## src/rtl/serial_add_ctrl_if.sv

```systemverilog
// Start/busy/done operand bus between the surrounding datapath and the
// bit-serial adder controller.
interface serial_add_ctrl_if #(
    parameter int WIDTH = 8
);
    logic             start;
    logic [WIDTH-1:0] a;
    logic [WIDTH-1:0] b;
    logic             cin;
    logic             busy;
    logic             done;
    logic [WIDTH-1:0] sum;
    logic             cout;

    modport master (
        output start, a, b, cin,
        input  busy, done, sum, cout
    );

    modport slave (
        input  start, a, b, cin,
        output busy, done, sum, cout
    );
endinterface

```

## src/rtl/serial_add_ctrl.sv

```systemverilog
// Bit-serial WIDTH-bit adder: streams operand bits LSB first through one
// full-adder cell, closing the carry loop with a flip-flop.
module count (
    input  logic a,
    input  logic b,
    input  logic cin,
    output logic sum,
    output logic cout
);
    assign sum  = a ^ b ^ cin;
    assign cout = (a & b) | (a & cin) | (b & cin);
endmodule

module serial_add_ctrl #(
    parameter int WIDTH = 8
) (
    input  logic              clk,
    input  logic              rst_n,
    serial_add_ctrl_if.slave  bus
);
    localparam int CW = $clog2(WIDTH + 1);
    localparam logic [CW-1:0] LAST_CNT = CW'(WIDTH - 1);

    typedef enum logic [1:0] {
        IDLE = 2'd0,
        RUN  = 2'd1,
        DONE = 2'd2
    } state_t;

    state_t           state_q, state_d;
    logic [WIDTH-1:0] ra_q, ra_d;
    logic [WIDTH-1:0] rb_q, rb_d;
    logic [WIDTH-1:0] rs_q, rs_d;
    logic             c_q, c_d;
    logic [CW-1:0]    cnt_q, cnt_d;
    logic [WIDTH-1:0] sum_q, sum_d;
    logic             cout_q, cout_d;
    logic             busy_q, busy_d;
    logic             done_q, done_d;

    logic             fa_sum_s;
    logic             fa_cout_s;
    logic [WIDTH-1:0] rs_shift_s;

    count u_fa (
        .a    (ra_q[0]),
        .b    (rb_q[0]),
        .cin  (c_q),
        .sum  (fa_sum_s),
        .cout (fa_cout_s)
    );

    // A one-bit result register has nothing to shift down, only the new bit.
    generate
        if (WIDTH == 1) begin : g_rs_one
            assign rs_shift_s = fa_sum_s;
        end else begin : g_rs_multi
            assign rs_shift_s = {fa_sum_s, rs_q[WIDTH-1:1]};
        end
    endgenerate

    // State and datapath registers; reset mid-operation discards everything.
    always_ff @(posedge clk or negedge rst_n) begin
        if (!rst_n) begin
            state_q <= IDLE;
            ra_q    <= {WIDTH{1'b0}};
            rb_q    <= {WIDTH{1'b0}};
            rs_q    <= {WIDTH{1'b0}};
            c_q     <= 1'b0;
            cnt_q   <= {CW{1'b0}};
            sum_q   <= {WIDTH{1'b0}};
            cout_q  <= 1'b0;
            busy_q  <= 1'b0;
            done_q  <= 1'b0;
        end else begin
            state_q <= state_d;
            ra_q    <= ra_d;
            rb_q    <= rb_d;
            rs_q    <= rs_d;
            c_q     <= c_d;
            cnt_q   <= cnt_d;
            sum_q   <= sum_d;
            cout_q  <= cout_d;
            busy_q  <= busy_d;
            done_q  <= done_d;
        end
    end

    // Next-state logic; busy/done are decoded from the next state so they leave flops.
    always_comb begin
        state_d = state_q;
        ra_d    = ra_q;
        rb_d    = rb_q;
        rs_d    = rs_q;
        c_d     = c_q;
        cnt_d   = cnt_q;
        sum_d   = sum_q;
        cout_d  = cout_q;
        case (state_q)
            IDLE, DONE: begin
                if (bus.start) begin
                    ra_d    = bus.a;
                    rb_d    = bus.b;
                    c_d     = bus.cin;
                    cnt_d   = {CW{1'b0}};
                    state_d = RUN;
                end else begin
                    state_d = IDLE;
                end
            end
            RUN: begin
                rs_d  = rs_shift_s;
                c_d   = fa_cout_s;
                ra_d  = ra_q >> 1;
                rb_d  = rb_q >> 1;
                cnt_d = cnt_q + CW'(1);
                if (cnt_q == LAST_CNT) begin
                    sum_d   = rs_shift_s;
                    cout_d  = fa_cout_s;
                    state_d = DONE;
                end else begin
                    state_d = RUN;
                end
            end
            default: begin
                state_d = IDLE;
            end
        endcase
        busy_d = (state_d == RUN);
        done_d = (state_d == DONE);
    end

    assign bus.busy = busy_q;
    assign bus.done = done_q;
    assign bus.sum  = sum_q;
    assign bus.cout = cout_q;
endmodule

```

## src/flat_wrapper.sv

```systemverilog
// flat-port wrapper written by rule: the top's interface ports become plain ports
module serial_add_ctrl_flat 
#(
    parameter int WIDTH = 8
)
  (clk, rst_n, bus_start, bus_a, bus_b, bus_cin, bus_busy, bus_done, bus_sum, bus_cout);
  serial_add_ctrl_if #(.WIDTH(WIDTH)) bus_i ();
  input  logic clk;
  input  logic rst_n;
  input wire logic [$bits(bus_i.start)-1:0] bus_start;
  input wire logic [$bits(bus_i.a)-1:0] bus_a;
  input wire logic [$bits(bus_i.b)-1:0] bus_b;
  input wire logic [$bits(bus_i.cin)-1:0] bus_cin;
  output wire logic [$bits(bus_i.busy)-1:0] bus_busy;
  output wire logic [$bits(bus_i.done)-1:0] bus_done;
  output wire logic [$bits(bus_i.sum)-1:0] bus_sum;
  output wire logic [$bits(bus_i.cout)-1:0] bus_cout;
  assign bus_i.start = bus_start;
  assign bus_i.a = bus_a;
  assign bus_i.b = bus_b;
  assign bus_i.cin = bus_cin;
  assign bus_busy = bus_i.busy;
  assign bus_done = bus_i.done;
  assign bus_sum = bus_i.sum;
  assign bus_cout = bus_i.cout;
  serial_add_ctrl #(.WIDTH(WIDTH)) u_core (.clk(clk), .rst_n(rst_n), .bus(bus_i));
endmodule
```

## config.mk

```make
export PLATFORM = sky130hd
export DESIGN_NAME = serial_add_ctrl_flat
export DESIGN_NICKNAME = d
export VERILOG_FILES = /design/src/rtl/serial_add_ctrl_if.sv /design/src/rtl/serial_add_ctrl.sv /design/src/flat_wrapper.sv
export SDC_FILE = /design/constraint.sdc
export NUM_CORES = 1
export LEC_CHECK = 0
export CORE_UTILIZATION = 30
export CTS_BUF_LIST = sky130_fd_sc_hd__clkbuf_8
export DETAILED_ROUTE_END_ITERATION = 10
export DONT_BUFFER_PORTS = 1
export GPL_TIMING_DRIVEN = 0
export SETUP_SLACK_MARGIN = 0.02
export SLEW_MARGIN = 10
export SYNTH_ARGS = -nofsm -noshare
export SYNTH_HDL_FRONTEND = slang
export SYNTH_SLANG_ARGS = --single-unit
export TNS_END_PERCENT = 30
```

## constraint.sdc

```tcl
create_clock -name clk -period 3.19 [get_ports clk]
set_input_delay 0.957 -clock clk [delete_from_list [all_inputs] [get_ports clk]]
set_output_delay 0.957 -clock clk [all_outputs]
set_load 0.05 [all_outputs]
```

* Word-level counts from Yosys, hierarchy flattened
Index checks and enable logic that the tools add are counted.
Widths: inputs -> output; s select.
** Cells by class
- $add $sub $neg :: 1
- Multiply operators :: 0
- Divide/modulo/power cells :: 0
- $lt $le $gt $ge :: 0
- Equality and inequality tests :: 6
- Shift-type cells :: 0
- Muxes and demuxes :: 11
- Bitwise logic cells :: 7
- Reduce and logical (&&, ||, !) cells :: 5
** Operators with widths (count)
- $pmux 8 s2 :: 2
- $mux 8 :: 2
- $pmux 4 s2 :: 1
- $add 4x1->4 const B :: 1
- $eq 2x1->1 const B :: 2
- $eq 2x2->1 const B :: 2
- $eq 4x3->1 const B :: 1
- $mux 4 :: 1
- $pmux 2 s2 :: 1
- $reduce_and 2->1 :: 2
- $and 1x1->1 :: 3
- $logic_not 2->1 :: 1
- $mux 1 :: 2
- $mux 2 :: 1
- $ne 2x2->1 const B :: 1
- $or 1x1->1 :: 2
- $pmux 1 s2 :: 1
- $reduce_bool 2->1 :: 1
- $reduce_or 2->1 :: 1
- $xor 1x1->1 :: 2
** Word-level totals
- Register bits after elaboration :: 42
- Bits in latches :: 0
- RAM bits :: 0
- ROM bits :: 0
- Input bits :: 20
- Output and inout port bits :: 11
- Logic and storage cells :: 40
- Memories kept :: 0

* Longest topological paths before layout
Gate-level depths: netlist of the first run.
- Depth after elaboration :: 4
- Gate-level depth with buffers :: 5

* Cells and area by module
A second synthesis of the first run with hierarchy kept.
** Unflattened totals
- Cells, all modules :: 116
- Area, all modules :: 1696.6 µm²
** Modules (own cells, without submodules)
- serial_add_ctrl :: instances 1, cells an instance 115, area an instance 1676.6 µm², sequential area each 1026.0 µm²
- count :: instances 1, cells an instance 1, area an instance 20.0 µm², sequential area each 0.0 µm²

* Worst setup path after synthesis of the first run
OpenSTA, ideal clock, no wires.
- Path type :: in2reg
- Start :: in bus_start
- End :: reg u_core.c_q
- Library setup time :: 0.118 ns
- Arrival :: 1.703 ns
- Path slack :: 1.369 ns
- Cell stages on the path :: 5
- Cells stage by stage :: nor2b_1 buf_2 nor2_4 buf_2 a21o_1
** Between the ends
- Longest elaborated chain between the ends :: 2
** RTL lines
- from (decl) :: RTL line flat_wrapper.sv:10 : input wire logic [$bits(bus_i.start)-1:0] bus_start;
- $ne 2x2->1 (no line)
- $reduce_and 2->1 (no line)
- to (signal assigned) :: RTL line serial_add_ctrl.sv:69 : c_q <= 1'b0;
- to (signal assigned) :: RTL line serial_add_ctrl.sv:80 : c_q <= c_d;
- to (decl) :: RTL line serial_add_ctrl.sv:34 : logic c_q, c_d;
No other way between the ends.
A chain may end at the register's enable or synchronous reset.

* Worst setup path after layout of the first run
- Start :: reg u_core.sum_q[3] (netlist: u_core.bus.sum[3])
- End :: out bus_sum[3]
** RTL lines
- from (decl) :: RTL line serial_add_ctrl.sv:36 : logic [WIDTH-1:0] sum_q, sum_d;
- from (signal assigned) :: RTL line serial_add_ctrl.sv:71 : sum_q <= {WIDTH{1'b0}};
- from (signal assigned) :: RTL line serial_add_ctrl.sv:82 : sum_q <= sum_d;
- to (decl) :: RTL line flat_wrapper.sv:16 : output wire logic [$bits(bus_i.sum)-1:0] bus_sum;
No word-level cell between the ends.

==> impl_metrics.toml, run 1 <==
[status]
status = "finished, final reports clean"

[sta]
hold_violations = 0
setup_viol = 0
post-route-min-period_ps = 1880
drv_slew = 0
rsz0062_at_grt = "no"
timing.final.crit_share = 0.590
skew_ps = 7.63
slew_headroom = 0.685
worstMarginPinSlew_ps = 473
tns_ps = 0
fmaxAchievable_mhz = 531

[detailed_routing]
top_layer = "met4"
via_count = 940
viasPerCell = 4.85
wl_met2_microns = 1320
drc = 0
met3_wirelength_microns = 138
drt_wl_total_microns = 2850
drt_pass1_iterations = 4
drtIter0Drc = 79
wire_per_inst_microns = 14.7
antenna_left = 0
wl_met1_microns = 1360

[critical_path]
critPathKind = "reg2out"
crit_required_ps = 2230
critPathCaptureType = "primary output"
reg2reg_to = "u_core.bus.cout"
crit_path_max_fanout = 2
start_kind = "flip-flop"
endpoint = "bus_sum[3]"
timing.rr.start = "u_core.cnt_q[0]"
r2r_cells = 5
cp_data_arrival_time_ps = 920
rrSetupSlack_ps = 1650
cp-startpoint = "u_core.bus.sum[3]"
cp.depth = 0

[floorplanning]
die_x_microns = 77.0
core_area_sq_um = 5270
start_util = 0.320
dieArea_sq_um = 5920
fp.dieH_microns = 77.0
rows = 26
ioPinCount = 31

[placed_design]
routabilityCongestion = 0.687
portBuffers = 0
place_hpwl_microns = 2060
place_inst = 187

[clock_tree]
h-tree-depth = 2
numClockSinks = 41
cts_resized = 0
cts_setup_buffers = 0
cts_root_buffer = "clkbuf_8"
cts-buffers-inserted = 5
cts_hold_buf = 0
clkSlewWorstSetupHoldPaths_ps = 80
clk_latency_ps = 280
clk_path_buf_depth = 2
cts_tree = "yes"

[global_route]
antenna_found_initial = 0
grt_max_degree = 42
grt_pass1_vias = 1023
grt_pass1_wl_microns = 5110
grt_usage = 0.112
grt_overflow_total = 0

[finish]
syn_to_final_growth_pct = 11.4
nets = 146
finish.utilization = 0.356
final_common_cell = "dfrtp_1"
final_cells = 194
layout_common_cells = "dfrtp_1, a22o_1, mux2_1, a21o_1, clkbuf_8"
n_antenna_cell = 0
drive_above_1_share = 0.129

[synthesis]
yosysSeqAreaShare = 0.609
ys_warn_count = 0
syn_inst = 117
syn_area_sq_um = 1690
synth_area_per_cell_sq_um = 14.4
synth-seq-cells = 41
ys_types = 22
syn_nets = 139

[hold_path]
holdCritPathClass = "in2async"

[power]
power.leakage_nw = 0.943
p_per_area_nw_per_um2 = 1150
ir_worst_vdd_uv = 439

[job]
drv_cap = 0
[registers in the layout (all words and copies together), names as in the netlist, 2 cells and up]
| name | cells |
|---|---|
| u_core.bus.sum | 8 |
| u_core.cnt_q | 4 |
| u_core.ra_q | 8 |
| u_core.rb_q | 8 |
| u_core.rs_q | 7 |
| u_core.state_q | 2 |
[routing by layer]
| metal | GRT usage | vias up |
|---|---|---|
| li1 | - | 439 |
| met1 | 0.144 | 476 |
| met2 | 0.168 | 23 |
| met3 | 0.0369 | 2 |
| met4 | 0.0519 | 0 |
| met5 | 0 | - |
[per-stage QoR]
stage	cell area, sq um	total power [mW]	setup slack [ps]	hold slack, ps
after global routing	1880	2.30	1270	331
after CTS	1880	2.18	1290	348
after detailed placement	1770	1.78	1160	466
after global placement	1770	1.74	1170	459
final	1880	2.15	1310	357
after floorplan	1690	1.64	1370	450
[how the worst min path moves through the flow]
stage | start | cells past startpoint | endpoint
final | rst_n | 0 | u_core.bus.sum[5]
after detailed placement | u_core.rb_q[1] | 1 | u_core.rb_q[1]
after floorplan | u_core.ra_q[1] | 1 | u_core.ra_q[1]
after global routing | rst_n | 0 | u_core.bus.sum[5]
after CTS | rst_n | 0 | u_core.bus.sum[4]
after global placement | u_core.rb_q[2] | 1 | u_core.rb_q[2]
[logic make-up after synthesis]
kind of cell               share of synthesized area
AOI/OAI and AO/OA                              0.169
xor gates and xnor gates                     0.00520
adders and majority gates                     0.0193
buffers and inverters                         0.0289
DFF                                            0.609
muxes                                          0.119
and+or+nand+nor                               0.0505
[final cells by class]
type                       instances  area [sq um]
clock buffer                       5          68.8
buffer                             7          48.8
fill                             528          3390
multi-input combinational         69           611
sequential                        41          1030
clock inverter                     2          35.0
tap                               70          87.6
[power breakdown]
part | internal (mW) | total (mW) | switching, mW
clock network | 0.227 | 0.393 | 0.166
registers | 0.755 | 1.12 | 0.361
logic | 0.357 | 0.640 | 0.283
[synthesized netlist by cell type]
library cell	n	area, sq um
mux2_1	16	180
buf_2	3	15.0
a21o_1	15	113
nor3b_1	1	7.51
clkbuf_1	1	3.75
a22o_1	19	166
buf_6	2	22.5
nor3b_2	1	12.5
fa_1	1	20.0
dfrtp_1	41	1030
and2b_4	1	10.0
nand4_1	1	6.26
o21ai_1	1	5.00
ha_1	1	12.5
xnor2_1	1	8.76
nand2b_1	1	6.26
mux2i_1	2	20.0
nand2_1	4	15.0
nor2_4	1	11.3
nor2b_1	2	12.5
nor2_1	1	3.75
buf_4	1	7.51
Power figures use the tool's default switching activity.
==> run 2: changes to the inputs <==
==> constraint.sdc (replaced) <==
create_clock -name clk -period 1.9 [get_ports clk]
set_input_delay 0.57 -clock clk [delete_from_list [all_inputs] [get_ports clk]]
set_output_delay 0.57 -clock clk [all_outputs]
set_load 0.05 [all_outputs]
==> impl_metrics.toml, run 2 (synthesis results as in run 1) <==
[detailed_routing]
via_count = 945
drtIter0Drc = 77
drt_wl_total_microns = 2840
antenna_left = 0
drt_pass1_iterations = 4
wire_per_inst_microns = 14.6
drc = 0
viasPerCell = 4.85

[power]
ir_worst_vdd_uv = 736
power.leakage_nw = 0.952
p_per_area_nw_per_um2 = 1910
finalPower_mw = 3.63

[finish]
multiInputGateArea_sq_um = 611
nets = 147
syn_to_final_growth_pct = 12.5
n_fill_cell = 526
layout_common_cells = "dfrtp_1, a22o_1, mux2_1, a21o_1, clkbuf_8"
final_cells = 195
final_common_cell = "dfrtp_1"
drive_above_1_share = 0.136
seqCellArea_sq_um = 1030
n_antenna_cell = 0

[critical_path]
r2r_cells = 5
start_kind = "flip-flop"
cp.depth = 5
worst_path_max_delay_cell = "dfrtp_1"
critPathBufInv = 1
crit_family = "flip-flops"
critPathCaptureType = "flip-flop"
crit_path_max_fanout = 10
cpPeakStageDelay_ps = 390
critPathKind = "reg2reg"
crit_required_ps = 2060
cp_data_arrival_time_ps = 1700
crit_chain = "ha_1 -> nand2_1 -> nor3b_2 -> buf_4 -> mux2_1"

[hold_path]
holdCritPathClass = "in2async"

[clock_tree]
clkSlewWorstSetupHoldPaths_ps = 80
cts_tree = "yes"
cts-buffers-inserted = 5
numClockSinks = 41
h-tree-depth = 2
cts_setup_buffers = 0
clk_path_buf_depth = 2
cts_root_buffer = "clkbuf_8"
clk_latency_ps = 280
cts_resized = 0

[floorplanning]
die_x_microns = 77.0
core_area_sq_um = 5270
ioPinCount = 31
rows = 26
fp.dieH_microns = 77.0
start_util = 0.320
dieArea_sq_um = 5920

[placed_design]
place_hpwl_microns = 2060
place_inst = 187
portBuffers = 0
routabilityCongestion = 0.687

[global_route]
grt_usage = 0.112
grt_overflow_total = 0
grt_pass1_wl_microns = 5140
grt_pass1_vias = 1035
antenna_found_initial = 0
grt_max_degree = 42

[sta]
slew_headroom = 0.684
rsz0062_at_grt = "no"
fmaxAchievable_mhz = 649
tns_ps = 0
post-route-min-period_ps = 1540
hold_violations = 0
drv_slew = 0
skew_ps = 7.56
timing.final.crit_share = 0.811
worstMarginPinSlew_ps = 474
setup_viol = 0

[status]
status = "finished, final reports clean"

[job]
drv_cap = 0
run 2: changes by cell type in the layout (fill, tap and decap cells not counted):
cell    before  now
buf_12       0    1
run 2: through the flow:
step	utilization	hold slack, ps	setup slack [ps]	cell area [sq um]
floorplan	-	274	466	1690
global placement	0.336	275	267	1770
detailed placement	0.336	275	254	1770
CTS	0.360	120	360	1900
global route	0.360	118	254	1900
finish	0.360	119	359	1900
run 2: worst reg2reg max path: stages, from the launching register on:
cell	delay [ps]
dfrtp_1	390
ha_1	190
nand2_1	110
nor3b_2	190
buf_4	210
mux2_1	340
run 2: cell type report:
type	instances	share of cell area
sequential	41	0.541
multi-input combinational	69	0.322
tap	70	0.0462
clock buffer	5	0.0363
buffer	7	0.0257
clock inverter	2	0.0185
timing repair buffer	1	0.0106
run 2: path summary, 6_finish.rpt:
path                                      start              end  slack, ps
worst max-delay path            u_core.cnt_q[0]  u_core.bus.cout        360
worst min-delay path                      rst_n   u_core.rs_q[6]        120
worst max register to register  u_core.cnt_q[0]  u_core.bus.cout        360
worst min register to register   u_core.rb_q[2]   u_core.rb_q[2]        480
max in group asynchronous                 rst_n   u_core.rb_q[0]       1580
min in group clk                       bus_a[7]   u_core.ra_q[7]        420
run 2: where the power goes:
group          internal [mW]  switching, mW
clock network          0.382          0.278
logic                  0.604          0.491
registers               1.27          0.606
run 2: routing by layer:
| layer | vias to the layer above | GRT usage | wire length (microns) |
|---|---|---|---|
| li1 | 441 | - | - |
| met1 | 479 | 0.146 | 1340 |
| met2 | 23 | 0.169 | 1330 |
| met3 | 2 | 0.0357 | 136 |
| met4 | 0 | 0.0519 | 34 |
| met5 | - | 0 | 0 |
run 2: what timing repair did:
item,4_1_cts,5_1_grt
hold endpoints to repair,41,0
hold buffers,1,0
setup endpoints to repair,0,0
==> run 3: changes to the inputs <==
==> constraint.sdc (replaced) <==
create_clock -name clk -period 1.4 [get_ports clk]
set_input_delay 0.42 -clock clk [delete_from_list [all_inputs] [get_ports clk]]
set_output_delay 0.42 -clock clk [all_outputs]
set_load 0.05 [all_outputs]
==> impl_metrics.toml, run 3 (synthesis results as in run 1) <==
[power]
p_sw_frac = 0.359
finalPower_mw = 5.50
seqPwrFrac = 0.466
internal-power_mw = 3.52
power.leakage_nw = 1.02
p_sw_mw = 1.97
ir_worst_vdd_uv = 900
p_per_area_nw_per_um2 = 2690
power_frac_comb = 0.333
clock_power_share = 0.201

[clock_tree]
cts-buffers-inserted = 5
cts_tree = "yes"
h-tree-depth = 2
clk_path_buf_depth = 2
numClockSinks = 41
clk_latency_ps = 290
clkSlewWorstSetupHoldPaths_ps = 80
cts_root_buffer = "clkbuf_8"

[detailed_routing]
drt_pass1_iterations = 4
via_count = 1000
viasPerCell = 4.93
wl_met2_microns = 1590
drt_wl_total_microns = 3250
drc = 0
top_layer = "met4"
wire_per_inst_microns = 16.0
drtIter0Drc = 30
met3_wirelength_microns = 125
wl_met1_microns = 1460
antenna_left = 0

[sta]
drv_slew = 0
fin_ws_ps = -87.7
hold_violations = 41
setup_viol = 9
skew_ps = 8.53
worstMarginPinSlew_ps = 482
timing.final.crit_share = 1.06
rsz0062_at_grt = "yes"
fmaxAchievable_mhz = 672
post-route-min-period_ps = 1490
hold_slack_ps = -187
slew_headroom = 0.679

[floorplanning]
start_util = 0.320
ioPinCount = 31
fp.dieH_microns = 77.0
core_area_sq_um = 5270
rows = 26
die_x_microns = 77.0
dieArea_sq_um = 5920

[finish]
drive_above_1_share = 0.293
n_antenna_cell = 0
n_fill_cell = 519
nets = 154
final_common_cell = "dfrtp_1"
layout_common_cells = "dfrtp_1, a22o_1, a21o_1, mux2_4, buf_4"
finish.utilization = 0.387
final_area_sq_um = 2040
syn_to_final_growth_pct = 21.1

[placed_design]
portBuffers = 0
place_hpwl_microns = 2250
placement.cell_area_sq_um = 1800
dp_slack_ps = -112
routabilityCongestion = 0.726

[global_route]
grt_overflow_total = 0
grt_pass1_vias = 1094
grt_pass1_wl_microns = 5610
grt_max_degree = 42
antenna_found_initial = 0
grt_usage = 0.125

[status]
violations = "hold timing, setup timing"
status = "finished, violations left"

[critical_path]
critPathKind = "reg2reg"
cp_data_arrival_time_ps = 1660
start_kind = "flip-flop"
crit_path_max_fanout = 5
critPathCaptureType = "flip-flop"
crit_required_ps = 1570

[hold_path]
holdCritPathClass = "in2async"

[job]
drv_cap = 0
## run 3: cell count changes in the layout (fill, tap and decap cells not counted), moves of 2 or more
cell	delta
buf_2	-3
buf_4	+7
buf_6	+2
mux2_1	-9
mux2_4	+9
## run 3: layout make-up
cell class / count / area [sq um] / share of cell area
sequential: 41 / 1030 / 0.503
multi-input combinational: 69 / 661 / 0.324
tap: 70 / 87.6 / 0.0429
clock buffer: 5 / 68.8 / 0.0337
buffer: 7 / 68.8 / 0.0337
clock inverter: 3 / 65.1 / 0.0319
timing repair buffer: 8 / 63.8 / 0.0313
## run 3: repair_timing
item                                    CTS  global route
setup buffers                             6             1
gates cloned                              1             0
endpoints found under the setup margin   23            32
resized for setup                         6            10
endpoints found under the hold margin    41            41
pin swaps                                 0             4
## run 3: power by group through the flow
stage / clock, mW / sequential (mW) / combinational [mW]
floorplan: 0 / 2.49 / 1.31
global placement: 0 / 2.56 / 1.49
detailed placement: 0 / 2.60 / 1.56
CTS: 1.14 / 2.56 / 1.72
global route: 1.20 / 2.63 / 2.03
finish: 1.11 / 2.56 / 1.83
## run 3: routing by layer
| metal | up-vias | global-route usage |
|---|---|---|
| met5 | - | 0 |
| met1 | 519 | 0.156 |
| met4 | 0 | 0.0635 |
| met3 | 6 | 0.0321 |
| li1 | 453 | - |
| met2 | 22 | 0.199 |
## run 3: critical path, stage by stage (launching register included)
cell and delay, ps:
dfrtp_1 360, ha_2 190, nand2_2 70, nor3b_4 270
buf_6 170, mux2_4 300
## run 3: path summary, 6_finish.rpt
kind	from	to	slack, ps	cells past startpoint
max in group asynchronous	rst_n	u_core.ra_q[3]	1500	0
hold reg to reg	u_core.rb_q[1]	u_core.rb_q[1]	480	1
setup reg to reg	u_core.cnt_q[0]	u_core.bus.sum[0]	-90	5
setup / recovery	u_core.cnt_q[0]	u_core.bus.sum[0]	-90	5
hold / removal	rst_n	u_core.bus.sum[5]	-190	0
min in group clk	bus_b[7]	u_core.rb_q[7]	280	1
## run 3: through the flow
stage          setup TNS, ps  std cells
6_report                -710        203
3_3_place_gp           -1280        187
5_1_grt                -1390        203
3_5_place_dp           -1700        187
2_1_floorplan              0        117
4_1_cts                 -725        202
